**config.mk**
```make
export PLATFORM = sky130hd
export DESIGN_NAME = arb4way16
export DESIGN_NICKNAME = d
export VERILOG_FILES = /design/src/rtl/arb4way16_pkg.sv /design/src/rtl/arb4way16_mux4way16.sv /design/src/rtl/arb4way16.sv
export SDC_FILE = /design/constraint.sdc
export NUM_CORES = 1
export LEC_CHECK = 0
export BUFFER_PORTS_ARGS = -buffer_cell sky130_fd_sc_hd__buf_2
export CAP_MARGIN = 30
export CORE_MARGIN = 10
export CORE_UTILIZATION = 24
export CTS_CLUSTER_DIAMETER = 40
export DETAILED_ROUTE_END_ITERATION = 12
export GPL_TIMING_DRIVEN = 0
export HOLD_SLACK_MARGIN = 0.06
export PLACE_DENSITY = 0.58
export SLEW_MARGIN = 0
export SYNTH_ARGS = -nofsm -noshare
export SYNTH_HDL_FRONTEND = slang
export SYNTH_HIERARCHICAL = 1
export SYNTH_SLANG_ARGS = --single-unit
```
**constraint.sdc**
```tcl
create_clock -name clk -period 3.5 [get_ports clk]
set_input_delay 0.525 -clock clk [delete_from_list [all_inputs] [get_ports clk]]
set_output_delay 0.525 -clock clk [all_outputs]
set_load 0.02 [all_outputs]
```
**src/rtl/arb4way16_pkg.sv**
```systemverilog
// rtl/arb4way16_pkg.sv - shared constants and winner selection for arb4way16
package arb4way16_pkg;

  localparam int W    = 16;
  localparam int NREQ = 4;

  // Rotating-priority pick: look at requests starting one past the last
  // winner, take the first one set, then map back to an absolute index.
  function automatic logic [1:0] pick_winner(input logic [NREQ-1:0] req_v,
                                             input logic [1:0]      ptr);
    logic [1:0]        start;
    logic [2*NREQ-1:0] dbl;
    logic [NREQ-1:0]   rot;
    logic [1:0]        off;
    start = ptr + 2'd1;
    dbl   = {req_v, req_v};
    rot   = dbl[start +: NREQ];
    off   = '0;
    for (int i = NREQ - 1; i >= 0; i--) begin
      if (rot[i]) off = 2'(i);
    end
    return start + off;
  endfunction

endpackage

```
**src/rtl/arb4way16_mux4way16.sv**
```systemverilog
// rtl/arb4way16_mux4way16.sv - 4-way 16-bit word selector
module Mux4Way16
  import arb4way16_pkg::*;
(
  input  logic [W-1:0] a,
  input  logic [W-1:0] b,
  input  logic [W-1:0] c,
  input  logic [W-1:0] d,
  input  logic [1:0]   sel,
  output logic [W-1:0] out
);

  // Plain select; the arbiter decides which source is live.
  always_comb begin
    out = a;
    case (sel)
      2'd0: out = a;
      2'd1: out = b;
      2'd2: out = c;
      2'd3: out = d;
      default: out = a;
    endcase
  end

endmodule

```
**src/rtl/arb4way16.sv**
```systemverilog
// rtl/arb4way16.sv - round-robin 4-way arbiter with one-entry 16-bit output register
module arb4way16
  import arb4way16_pkg::*;
(
  input  logic            clk,
  input  logic            reset,
  input  logic [NREQ-1:0] req,
  input  logic [W-1:0]    a,
  input  logic [W-1:0]    b,
  input  logic [W-1:0]    c,
  input  logic [W-1:0]    d,
  output logic [NREQ-1:0] ack,
  output logic [W-1:0]    out,
  output logic            out_valid,
  input  logic            out_ready,
  output logic [1:0]      grant
);

  logic [W-1:0] out_q, out_d;
  logic         out_valid_q, out_valid_d;
  logic [1:0]   grant_q, grant_d;
  logic [1:0]   ptr_q, ptr_d;

  logic         load_ok;
  logic         load;
  logic [1:0]   winner;
  logic [W-1:0] mux_out;

  assign load_ok = !out_valid_q || out_ready;
  assign load    = load_ok && (req != '0);
  assign winner  = pick_winner(req, ptr_q);

  Mux4Way16 u_mux (
    .a   (a),
    .b   (b),
    .c   (c),
    .d   (d),
    .sel (winner),
    .out (mux_out)
  );

  // Next-state: load a new word when the slot is free, else drain or hold.
  always_comb begin
    out_d       = out_q;
    out_valid_d = out_valid_q;
    grant_d     = grant_q;
    ptr_d       = ptr_q;
    if (load) begin
      out_d       = mux_out;
      out_valid_d = 1'b1;
      grant_d     = winner;
      ptr_d       = winner;
    end else if (out_valid_q && out_ready) begin
      out_valid_d = 1'b0;
    end
  end

  // Ack is combinational; held low during reset so no requester sees a phantom capture.
  always_comb begin
    ack = '0;
    if (load && !reset) ack[winner] = 1'b1;
  end

  // Arbitration and output state; ptr starts at 3 so requester 0 goes first.
  always_ff @(posedge clk or posedge reset) begin
    if (reset) begin
      out_q       <= '0;
      out_valid_q <= 1'b0;
      grant_q     <= 2'd0;
      ptr_q       <= 2'd3;
    end else begin
      out_q       <= out_d;
      out_valid_q <= out_valid_d;
      grant_q     <= grant_d;
      ptr_q       <= ptr_d;
    end
  end

  assign out       = out_q;
  assign out_valid = out_valid_q;
  assign grant     = grant_q;

endmodule

```
==> Word level (Yosys, flattened, before mapping) <==
Cells that the tools add are included.
W data, S select, Z words.
{ "op_classes": {"add_sub_neg": 2, "mul": 0, "div": 0, "n_lt_le_gt_ge": 2, "eq_ne": 3, "n_shift": 1, "muxes": 10, "bitwise": 0, "n_reduce_logical": 10} }
{ "op_table": {"columns": ["operator", "n"], "rows": [
  ["$pmux W16 S4", 1],
  ["$mux W2", 4],
  ["$shiftx A8 B3 Y4", 1],
  ["$eq A2 B2 Y1 const B", 2],
  ["$logic_and A1 B1 Y1", 4],
  ["$mux W4", 1],
  ["$reduce_bool A4 Y1", 1],
  ["$lt A2 B3 Y1 const B", 1],
  ["$mux W1", 3],
  ["$add A2 B1 Y2 const B", 1],
  ["$add A2 B2 Y2", 1],
  ["$demux W1 S2", 1],
  ["$eq A2 B1 Y1 const B", 1],
  ["$ge A2 B1 Y1 const B", 1],
  ["$logic_not A1 Y1", 2],
  ["$logic_not A2 Y1", 1],
  ["$reduce_bool A2 Y1", 1],
  ["$logic_or A1 B1 Y1", 1]
]} }
{ "totals": {"ff_bits": 21, "latchBits": 0, "ram_bits": 0, "romBits": 0, "out_inout_bits": 23, "elab_cells": 32, "n_memories": 0} }

==> Logic depth before layout (Yosys ltp) <==
Gate-level depths: netlist of run 1.
{ "depth": {"depth_word": 12, "depth_mapped": 15, "depth_no_buf": 12} }

==> Hierarchy <==
The synthesis of run 1 kept the hierarchy.
{ "by_module_without_submodules": {"columns": ["mod", "instances", "cells_per_inst", "area_each_um2"], "rows": [
  ["arb4way16", 1, 123, 1073.5],
  ["Mux4Way16", 1, 20, 424.2]
]} }

==> Least setup slack after synthesis of run 1 <==
OpenSTA, ideal clock, no wires.
{ "synth_timing": {"path_type": "reg2out", "from": "register ptr_q[1]", "to": "output ack[3]", "arrival_ns": 2.253, "required_ns": 2.975, "path_slack_ns": 0.722, "stages_incl_launch_ff": 11, "path_buffers": 1, "cell_sequence": "dfstp_2 > buf_4 > nand2_1 > a21oi_1 > o21ai_1 > a21boi_1 > ha_1 > xnor2_2 > xnor2_1 > and3_1 > nor3_1"} }
{ "synth_via": {"elab_chain_cells": 12, "elab_cells_between_ends": 13, "classes_between": "add/sub (2); order compare (2); shift (1); mux (7); reduce/logical (1)"} }
{ "synth_lines": {"columns": ["item", "line", "text"], "rows": [
  ["start: declaration", "arb4way16.sv:22", "logic [1:0] ptr_q, ptr_d;"],
  ["start signal: assignment", "arb4way16.sv:75", "ptr_q <= ptr_d;"],
  ["$add A2 B1 Y2 *", "arb4way16_pkg.sv:15", "start = ptr + 2'd1;"],
  ["$shiftx A8 B3 Y4", "arb4way16_pkg.sv:17", "rot = dbl[start +: NREQ];"],
  ["$mux W2 (4 in a row)", "arb4way16_pkg.sv:20", "if (rot[i]) off = 2'(i);"],
  ["$add A2 B2 Y2 *", "arb4way16_pkg.sv:22", "return start + off;"],
  ["$lt A2 B3 Y1 (implied by the code) / $ge A2 B1 Y1 (equally long branches)", "arb4way16.sv:61", "if (load && !reset) ack[winner] = 1'b1;"],
  ["$logic_and A1 B1 Y1 (implied by the code)", "arb4way16.sv:61", null],
  ["$mux W1 (implied by the code)", "arb4way16.sv:61", null],
  ["$demux W1 S2 *", "arb4way16.sv:61", null],
  ["$mux W4 *", "arb4way16.sv:61", null],
  ["end: declaration", "arb4way16.sv:12", "output logic [NREQ-1:0] ack,"]
]} }
Mark *: on every way between the ends. The rest lies on a longest branch, timed or not.

==> Worst setup path in the final report of run 1 <==
{ "layout_timing": {"from": "register ptr_q[1]", "to": "register out_q[4], in the netlist out[4]"} }
{ "layout_via": {"elab_chain_cells": 9, "elab_cells_between_ends": 12, "classes_between": "add/sub (2); eq/ne (3); shift (1); mux (5); reduce/logical (1)"} }
{ "layout_lines": {"columns": ["item", "line", "text"], "rows": [
  ["$add A2 B1 Y2 *", "arb4way16_pkg.sv:15", null],
  ["$shiftx A8 B3 Y4", "arb4way16_pkg.sv:17", null],
  ["$mux W2 (4 in a row)", "arb4way16_pkg.sv:20", null],
  ["$add A2 B2 Y2 *", "arb4way16_pkg.sv:22", null],
  ["net winner[1]", "arb4way16.sv:26", "logic [1:0] winner;"],
  ["$eq A2 B2 Y1, or another cell as far along", "arb4way16_mux4way16.sv:16", "case (sel)"],
  ["$pmux W16 S4 *", "arb4way16_mux4way16.sv:16", null],
  ["net mux_out[4]", "arb4way16.sv:27", "logic [W-1:0] mux_out;"],
  ["end signal: assignment", "arb4way16.sv:72", "out_q <= out_d;"],
  ["end: declaration", "arb4way16.sv:19", "logic [W-1:0] out_q, out_d;"]
]} }
The timed path passes the listed nets; every way through them passes the cells marked *.
A chain may end at the register's enable or synchronous reset.

==> results of run 1 <==
[synthesized netlist by cell type, types with 2 or more instances]
library cell  number  share of area
mux4_1             6           0.11
nor2_1             2         0.0050
dfrtp_1           19           0.32
dfstp_2            2          0.035
nor3_1             3          0.010
a21oi_1            6          0.020
inv_1              2         0.0050
nor2b_1            2         0.0084
nand3_1            2         0.0067
nand2_1           56           0.14
mux4_2            10           0.15
buf_2              5          0.017
or2_1              2         0.0084
o31ai_1            2          0.010
o21ai_1            3          0.010
[logic make-up after synthesis]
kind of cell             count (synthesis)  synth area share
adder cells (fa/ha/maj)                  1           0.00835
flip-flops                              21             0.353
XOR/XNOR                                 2            0.0167
buffers and inverters                   10            0.0476
multiplexers                            17             0.266
AO/OA/AOI/OAI                           16            0.0794
AND/OR/NAND/NOR                         76             0.230
[cells in the final DEF (no fill, tap or decap), drive strengths merged]
master	netlist	final
a21boi	1	1
o21bai	1	1
a32oi	1	1
o31ai	2	2
nor4	1	1
nor3b	1	1
nor3	4	4
nand2	56	56
xnor2	2	2
nand2b	1	1
or3	1	1
dfrtp	19	19
and2b	1	1
o21ai	3	3
ha	1	1
clkbuf	0	4
mux2	1	1
a21oi	7	7
and3b	1	1
inv	2	2
a21o	1	1
nor2b	2	2
mux4	16	16
nand3	2	2
or2	2	2
dfstp	2	2
and3	1	1
buf	8	101
nor2	3	3
[worst max path at each step]
stage                     endpoint  depth (start not counted)
after global routing        out[4]                         15
after floorplan             ack[3]                         10
final                       out[4]                         15
after global placement      out[9]                         15
after CTS                   ack[3]                         11
after detailed placement    out[4]                         15
[power by group through the flow]
stage / Sequential (mW) / Clock, mW / Combinational, mW
floorplan: 0.565 / 0 / 1.06
global placement: 0.435 / 0 / 1.53
detailed placement: 0.438 / 0 / 1.56
CTS: 0.435 / 0.171 / 1.56
global route: 0.450 / 0.181 / 1.68
finish: 0.431 / 0.162 / 1.53
[final cells by class]
cell class / instances / area [um^2]
sequential: 21 / 528
tap: 75 / 93.8
clock buffer: 4 / 45.0
multi-input combinational: 112 / 898
inverter: 2 / 7.51
timing repair buffer: 93 / 465
buffer: 8 / 63.8
fill: 636 / 3890
[sequential cells by signal (all words and copies together), names as in the netlist]
| register | cells |
|---|---|
| grant | 2 |
| out | 16 |
| out_valid | 1 |
| ptr_q | 2 |
[metal layers]
| layer | part of all wire | vias to the layer above | track usage |
|---|---|---|---|
| li1 | - | 703 | - |
| met1 | 0.39 | 667 | 0.104 |
| met2 | 0.52 | 58 | 0.175 |
| met3 | 0.076 | 6 | 0.0300 |
| met4 | 0.018 | 0 | 0.0452 |
| met5 | 0 | - | 0 |
[stage by stage]
step	power [mW]	instances	util	hold slack, ns	worst slack [ns]
final	2.13	315	0.351	0.429	0.392
after global routing	2.31	315	0.351	0.493	0.119
after CTS	2.17	315	0.351	0.455	0.356
after detailed placement	1.99	311	0.343	0.459	0.273
after global placement	1.96	311	0.343	0.455	0.388
after floorplan	1.62	143	-	0.509	0.722
==> run metrics, run 1 <==
status complete, no violations; Leak Pwr 1.09 nW; WP buf/inv 3; WL per Instance roughly 16 um; dpl hpwl 4180 um; EDFF count, synth 0; full die area ~0.01 mm^2; synthesized cell area roughly 0.0015 mm^2; IO buf count 93; cell row count 28; Worst path max stage delay about 0.52 ns; Inserted Diodes 0; layout cells sized above 1 0.517; WP data arrival roughly 3.3 ns; Area after DPL roughly 0.0021 mm^2; Reg clk slew, reported paths approximately 0.080 ns; die width ~99 um; sequential power share 0.203; Synth-to-Final Area Change 40.4%; H-Tree Depth 1; Worst Setup Path Type register to register; root buffer cell clkbuf_8; DRC 0; internal reg-to-reg setup slack 0.39 ns; GRT overflow 0; max_cap viols 0; Pins Over Slew Limit 0; DR iter-0 viols 52; CORE AREA between 0.005 and 0.006 mm^2; sw frac 0.437; reg2reg start ptr_q[1]; cell family with most CP delay simple AND/OR/NAND/NOR gates; r2r worst-path depth 15; VDD IR-drop max between 0.0003 and 0.0004 V; Die Y 99.0 um; gr usage total 0.0987; DRT antenna net count 0; Final Cell Area between 0.002 and 0.0025 mm^2; setup_tns 0 ns; via count 1434; # resized after CTS 0; Final period util 0.888; RSZ-0062 raised after global routing no; DR pass1 iterations 4; combinational fraction of design power 0.721; CTS Hold Buffers Added 0; num ports between 90 and 100; sequential share of the synthesized area 0.353; clock buffer depth 2; Hold WC Path Type input port to asynchronous set/reset pin; Final GP Congestion about 0.72; Synth cell types 36; slew margin rel. 0.436; Synth Instances between 100 and 150; clock latency on the worst-skew pair ~0.26 ns; Post-Syn Area per Cell 10.5 um^2; global-route wire length before repair around 7900 um; P per Cell Area around 1000 mW/mm^2; syn_nets 215; fmax around 320 MHz; #FFs+latches synth 21; Crit-path slowest cell dfstp_2; Net Sw Power 929 uW; Crit. Startpoint ptr_q[1]; Inserted Clock Buffers 3; CP dominant cell by count nand2_1; initial antenna violation count 0; CP endpoint kind register; P_int between 1 and 1.5 mW; Worst Tran Pin Value around 0.85 ns; largest net degree at the start of global routing 23; critical-path cell list buf_4 -> nand2_1 -> a21oi_1 -> o21ai_1 -> a21boi_1 -> ha_1 -> xnor2_2 -> xnor2_1 -> and3_1 -> nor2_1 -> buf_2 -> buf_2 -> mux4_2 -> nand2_1 -> nand2_1; number of global-route vias before repair 1625; post-CTS setup buffers 0; CTS tree done; Yosys Warn Count 6; Initial Util 0.250; fraction of registers with async set/reset 1.00; Routed WL slightly below 5000 um; fin crit period 3.11 ns; Sink Count 21; Critical Path RT between 3 and 4 ns; critical path fanouts, max 10; Clock Skews roughly 0.0029 ns; fin nets roughly 310; final setup vio count 0; RR Endpoint out[4]; prevailing post-synth register cell dfrtp_1; startpoint types register; Fin. Hold Viols 0; Clk pwr share 0.076; Vias/cell between 4 and 5
No activity file was read; power rests on OpenSTA's default activity.
==> inputs of run 2 (changes only) <==
--- a/config.mk
+++ b/config.mk
@@ -14,6 +14,7 @@
 export GPL_TIMING_DRIVEN = 0
 export HOLD_SLACK_MARGIN = 0.06
 export PLACE_DENSITY = 0.58
+export RECOVER_POWER = 25
 export SLEW_MARGIN = 0
 export SYNTH_ARGS = -nofsm -noshare
 export SYNTH_HDL_FRONTEND = slang
==> run 2 against run 1 <==
Count of clock-buffer cells in the layout unchanged. Flip-flop and latch count unchanged. Fmax about the same. Sequential power about the same. Via count fell by 0.63%. First-iteration DRC count is 9.6% lower. Critical path depth did not move. Clock skew barely moved. Critical endpoint unchanged.
==> run metrics, run 2 (synthesized netlist as in run 1, its figures left out) <==
Inserted Clock Buffers 3 (unchanged); VDD IR-drop max 0.000364 V (about the same); setup_tns 0 ns (unchanged); RR Endpoint out[4]; WP data arrival 3.27 ns (about the same); Reg clk slew, reported paths 0.08 ns (about the same); Clock Skews 0.00298 ns (+0.0000910 ns); CP endpoint kind register; GRT overflow 0 (unchanged); fmax 322 MHz (about the same); Initial Util 0.250 (unchanged); layout cells sized above 1 0.513 (-0.00417); slew margin rel. 0.435 (-0.00118); fin crit period 3.11 ns (+0.000761 ns); WL per Instance 15.8 um (+0.24%); Sink Count 21 (unchanged); Pins Over Slew Limit 0 (unchanged); RSZ-0062 raised after global routing no; CTS tree done; P per Cell Area 1010 mW/mm^2 (+0.30%); global-route wire length before repair 7910 um (unchanged); DR pass1 iterations 4 (unchanged); r2r worst-path depth 15 (unchanged); max_cap viols 0 (unchanged); DR iter-0 viols 47 (-9.6%); die width 99.0 um (unchanged); cell row count 28 (unchanged); IO buf count 93 (unchanged); Vias/cell 4.52 (-0.63%); # resized after CTS 0 (unchanged); initial antenna violation count 0 (unchanged); worst slack at placement 0.273 ns (unchanged); Final period util 0.888 (about the same); number of global-route vias before repair 1625 (unchanged); Die Y 99.0 um (unchanged); commonest non-fill, non-tap cell in the layout buf_2; max FFs per register 16 (unchanged); clock buffer depth 2 (unchanged); internal reg-to-reg setup slack 0.39 ns (about the same); Critical Path RT 3.66 ns (about the same); Worst Setup Path Type register to register; Inserted Diodes 0 (unchanged); post-CTS setup buffers 0 (unchanged); Worst Tran Pin Value 0.847 ns (+0.00177 ns); startpoint types register; status complete, no violations; num ports 94 (unchanged); dpl hpwl 4180 um (unchanged); CTS Hold Buffers Added 0 (unchanged); via count 1425 (-0.63%); DRC 0 (unchanged); Final GP Congestion 0.716 (unchanged); Fin. Hold Viols 0 (unchanged); PnR Total Power 2.13 mW (about the same); clock latency on the worst-skew pair 0.26 ns (about the same); fin nets 313 (unchanged); Hold WC Path Type input port to asynchronous set/reset pin; Final Util 0.350 (-0.00104); H-Tree Depth 1 (unchanged); Synth-to-Final Area Change 39.9%; CORE AREA 0.00599 mm^2 (unchanged); critical path fanouts, max 10 (unchanged); reg2reg start ptr_q[1]; DRT antenna net count 0 (unchanged); largest net degree at the start of global routing 23 (unchanged); final setup vio count 0 (unchanged); gr usage total 0.0987 (unchanged); full die area 0.00980 mm^2 (unchanged); most used cells in the layout excluding fill and tap cells buf_2 (98), nand2_1 (56), dfrtp_1 (19); Leak Pwr 1.08 nW (about the same); Routed WL 4970 um (+0.24%); Final WS setup 0.392 ns (-0.000761 ns); root buffer cell clkbuf_8
==> run 2: cell count changes in the layout (fill, tap and decap cells not counted) <==
cell	previous run	this run
nor4_1	0	1
nor4_2	1	0
==> run 2: per-stage QoR <==
step           std cells  cell area, um^2  hold WS [ns]
3_3_place_gp         311             2060         0.455
6_report             315             2100         0.429
2_1_floorplan        143             1500         0.509
3_5_place_dp         311             2060         0.459
4_1_cts              315             2100         0.455
5_1_grt              315             2100         0.493
==> run 2: worst max path at each step <==
stage / start / to / slack (ns) / cells after the start
2_1_floorplan: ptr_q[1] / ack[3] / 0.72 / 10
3_3_place_gp: req[0] / out[9] / 0.39 / 15
3_5_place_dp: req[0] / out[4] / 0.27 / 15
4_1_cts: ptr_q[1] / ack[3] / 0.36 / 11
5_1_grt: ptr_q[1] / out[4] / 0.12 / 15
6_report: ptr_q[1] / out[4] / 0.39 / 15
==> run 2: report_power, final <==
| part | switching [mW] | internal (mW) | leakage [nW] | total (mW) |
|---|---|---|---|---|
| Sequential | 0.0605 | 0.372 | 0.249 | 0.433 |
| Clock | 0.0814 | 0.0812 | 0.0228 | 0.163 |
| Combinational | 0.787 | 0.745 | 0.813 | 1.53 |
| Total | 0.929 | 1.20 | 1.08 | 2.13 |
==> run 2: routing by layer <==
layer  track usage  part of all wire  vias to the layer above
li1              -                 -                      703
met1         0.104              0.40                      658
met2         0.175              0.51                       58
met3        0.0300             0.076                        6
met4        0.0452             0.018                        0
met5             0                 0                        -
==> run 2: final cells by class <==
| class | count | area [um^2] |
|---|---|---|
| multi-input cells | 112 | 892 |
| clock buffers | 4 | 45.0 |
| well taps | 75 | 93.8 |
| fillers | 638 | 3890 |
| repair buffers | 93 | 465 |
| flip-flops and latches | 21 | 528 |
| plain buffers | 8 | 63.8 |
| inverters | 2 | 7.51 |
==> run 2: worst max-delay path: stages, from the launching register on <==
cell and delay, ns:
dfstp_2 0.52, buf_4 0.16, nand2_1 0.06, a21oi_1 0.15, o21ai_1 0.06, a21boi_1 0.14, ha_1 0.21, xnor2_2 0.14
xnor2_1 0.30, and3_1 0.34, nor2_1 0.06, buf_2 0.18, buf_2 0.22, mux4_2 0.32, nand2_1 0.08, nand2_1 0.06
==> inputs of run 3 (changes only) <==
--- a/config.mk
+++ b/config.mk
@@ -7,6 +7,7 @@
 export LEC_CHECK = 0
 export BUFFER_PORTS_ARGS = -buffer_cell sky130_fd_sc_hd__buf_2
 export CAP_MARGIN = 30
+export CORE_ASPECT_RATIO = 1.75
 export CORE_MARGIN = 10
 export CORE_UTILIZATION = 24
 export CTS_CLUSTER_DIAMETER = 40
==> run 3 against run 2 <==
Clock power shrank 7%. Die area grew 1.3%. Clock skew is essentially flat. Fmax grew 0.38%. First-iteration DRC count shrank 66%. Flip-flop and latch count is the same.
==> run metrics, run 3 (synthesized netlist as in run 1, its figures left out) <==
status complete, no violations; via count 1365 (-4.2%); met1 WL 1720 um (-13%); max FFs per register 16 (unchanged); RSZ-0062 raised after global routing no; Area after DPL 0.00206 mm^2 (+0.30%); global-route wire length before repair 7500 um (-5.1%); Sink Count 21 (unchanged); cell row count 38 (+36%); Pins Over Slew Limit 0 (unchanged); Routed WL 4570 um (-8.0%); slew margin rel. 0.454 (+0.0193); IO buf count 93 (unchanged); GRT overflow 0 (unchanged); CTS Hold Buffers Added 0 (unchanged); Inserted Diodes 0 (unchanged); Synth-to-Final Area Change 40.3%; Worst Tran Pin Value 0.818 ns (-0.0290 ns); Clock Skews 0.00253 ns (-0.000440 ns); fmax 323 MHz (+0.38%); fin crit period 3.10 ns (-0.0117 ns); layout cells sized above 1 0.508 (-0.00417); Leak Pwr 1.08 nW (-0.25%); Worst Setup Path Type register to output pin; startpoint types register; WP data arrival 2.57 ns (-0.70 ns); WL per Instance 14.3 um (-9.4%); VDD IR-drop max 0.000598 V (+64%); Final period util 0.885 (-0.00334); max_cap viols 0 (unchanged); commonest non-fill, non-tap cell in the layout buf_2; num ports 94 (unchanged); initial antenna violation count 0 (unchanged); dpl hpwl 3990 um (-4.4%); die width 79.7 um (-19%); Final GP Congestion 0.711 (-0.78%); clock latency on the worst-skew pair 0.25 ns (about the same); DRT antenna net count 0 (unchanged); Fin. Hold Viols 0 (unchanged); gr usage total 0.0932 (-0.00545); most used cells in the layout excluding fill and tap cells buf_2 (97), nand2_1 (56), dfrtp_1 (19); Critical Path RT 2.97 ns (-0.69 ns); # resized after CTS 0 (unchanged); root buffer cell clkbuf_8; post-CTS setup buffers 0 (unchanged); Reg clk slew, reported paths 0.07 ns (about the same); CP endpoint kind output pin; max layer used met4; met3 wire length 339 um (-10%); P per Cell Area 998 mW/mm^2 (-1.7%); CORE AREA 0.00613 mm^2 (+2.4%); Vias/cell 4.27 (-5.7%); Die Y 125 um (+26%); full die area 0.00992 mm^2 (+1.3%); H-Tree Depth 1 (unchanged); DR pass1 iterations 4 (unchanged); largest net degree at the start of global routing 23 (unchanged); final setup vio count 0 (unchanged); fin nets 313 (unchanged); Initial Util 0.244 (-0.00581); Met2 Routed Length 2440 um (-3.7%); Inserted Clock Buffers 3 (unchanged); DR iter-0 viols 16 (-66%); clock buffer depth 2 (unchanged); DRC 0 (unchanged); number of global-route vias before repair 1583 (-2.6%); CTS tree done; Hold WC Path Type input port to asynchronous set/reset pin; critical path fanouts, max 10 (unchanged); Final Cell Area 0.00210 mm^2 (+0.24%); setup_tns 0 ns (unchanged)
-- run 3: cell types whose count changed in the layout (fill, tap and decap cells not counted) --
cell / previous run / this run
buf_2: 98 / 97
clkbuf_1: 1 / 2
-- run 3: per-layer routing --
metal / vias up / track usage
li1: 703 / -
met4: 0 / 0.0329
met3: 4 / 0.0296
met1: 607 / 0.0965
met5: - / 0
met2: 51 / 0.167
-- run 3: final cells by class --
type / count / area [um^2]
Buffer: 8 / 63.8
Multi-Input combinational cell: 112 / 892
Tap cell: 80 / 100
Timing Repair Buffer: 93 / 464
Clock buffer: 4 / 45.0
Fill cell: 651 / 4030
Inverter: 2 / 7.51
Sequential cell: 21 / 528
-- run 3: critical path: stages (launching register included) --
cell and delay, ns:
dfstp_2 0.52, buf_4 0.16, nand2_1 0.06, a21oi_1 0.14
o21ai_1 0.07, a21boi_1 0.13, ha_1 0.21, xnor2_2 0.14
xnor2_1 0.33, and3_1 0.32, nor3_1 0.08, buf_2 0.17
-- run 3: path summary, 6_finish.rpt --
| check | start | to | slack (ns) | depth (start not counted) |
|---|---|---|---|---|
| max | ptr_q[1] | ack[3] | 0.40 | 11 |
| min | reset | grant[1] | 0.41 | 2 |
| max reg2reg | ptr_q[1] | out[6] | 0.44 | 15 |
| min reg2reg | out[4] | out[4] | 0.47 | 2 |
| max in group asynchronous | reset | out[15] | 2.58 | 2 |
| min in group clk | out[4] | out[4] | 0.47 | 2 |
-- run 3: where the power goes --
group	switching, mW	leakage, nW	total [mW]	internal (mW)
logic	0.767	0.810	1.51	0.744
registers	0.0602	0.249	0.432	0.372
clock network	0.0714	0.0228	0.152	0.0808
total	0.899	1.08	2.10	1.20
-- run 3: through the flow --
stage           util  power [mW]  setup slack (ns)  instances  hold WS, ns
3_3_place_gp   0.336        1.95             0.384        316        0.455
5_1_grt        0.343        2.28             0.141        320        0.498
6_report       0.343        2.10             0.403        320        0.413
2_1_floorplan      -        1.62             0.722        143        0.509
4_1_cts        0.344        2.14             0.387        320        0.465
3_5_place_dp   0.336        1.98             0.339        316        0.458
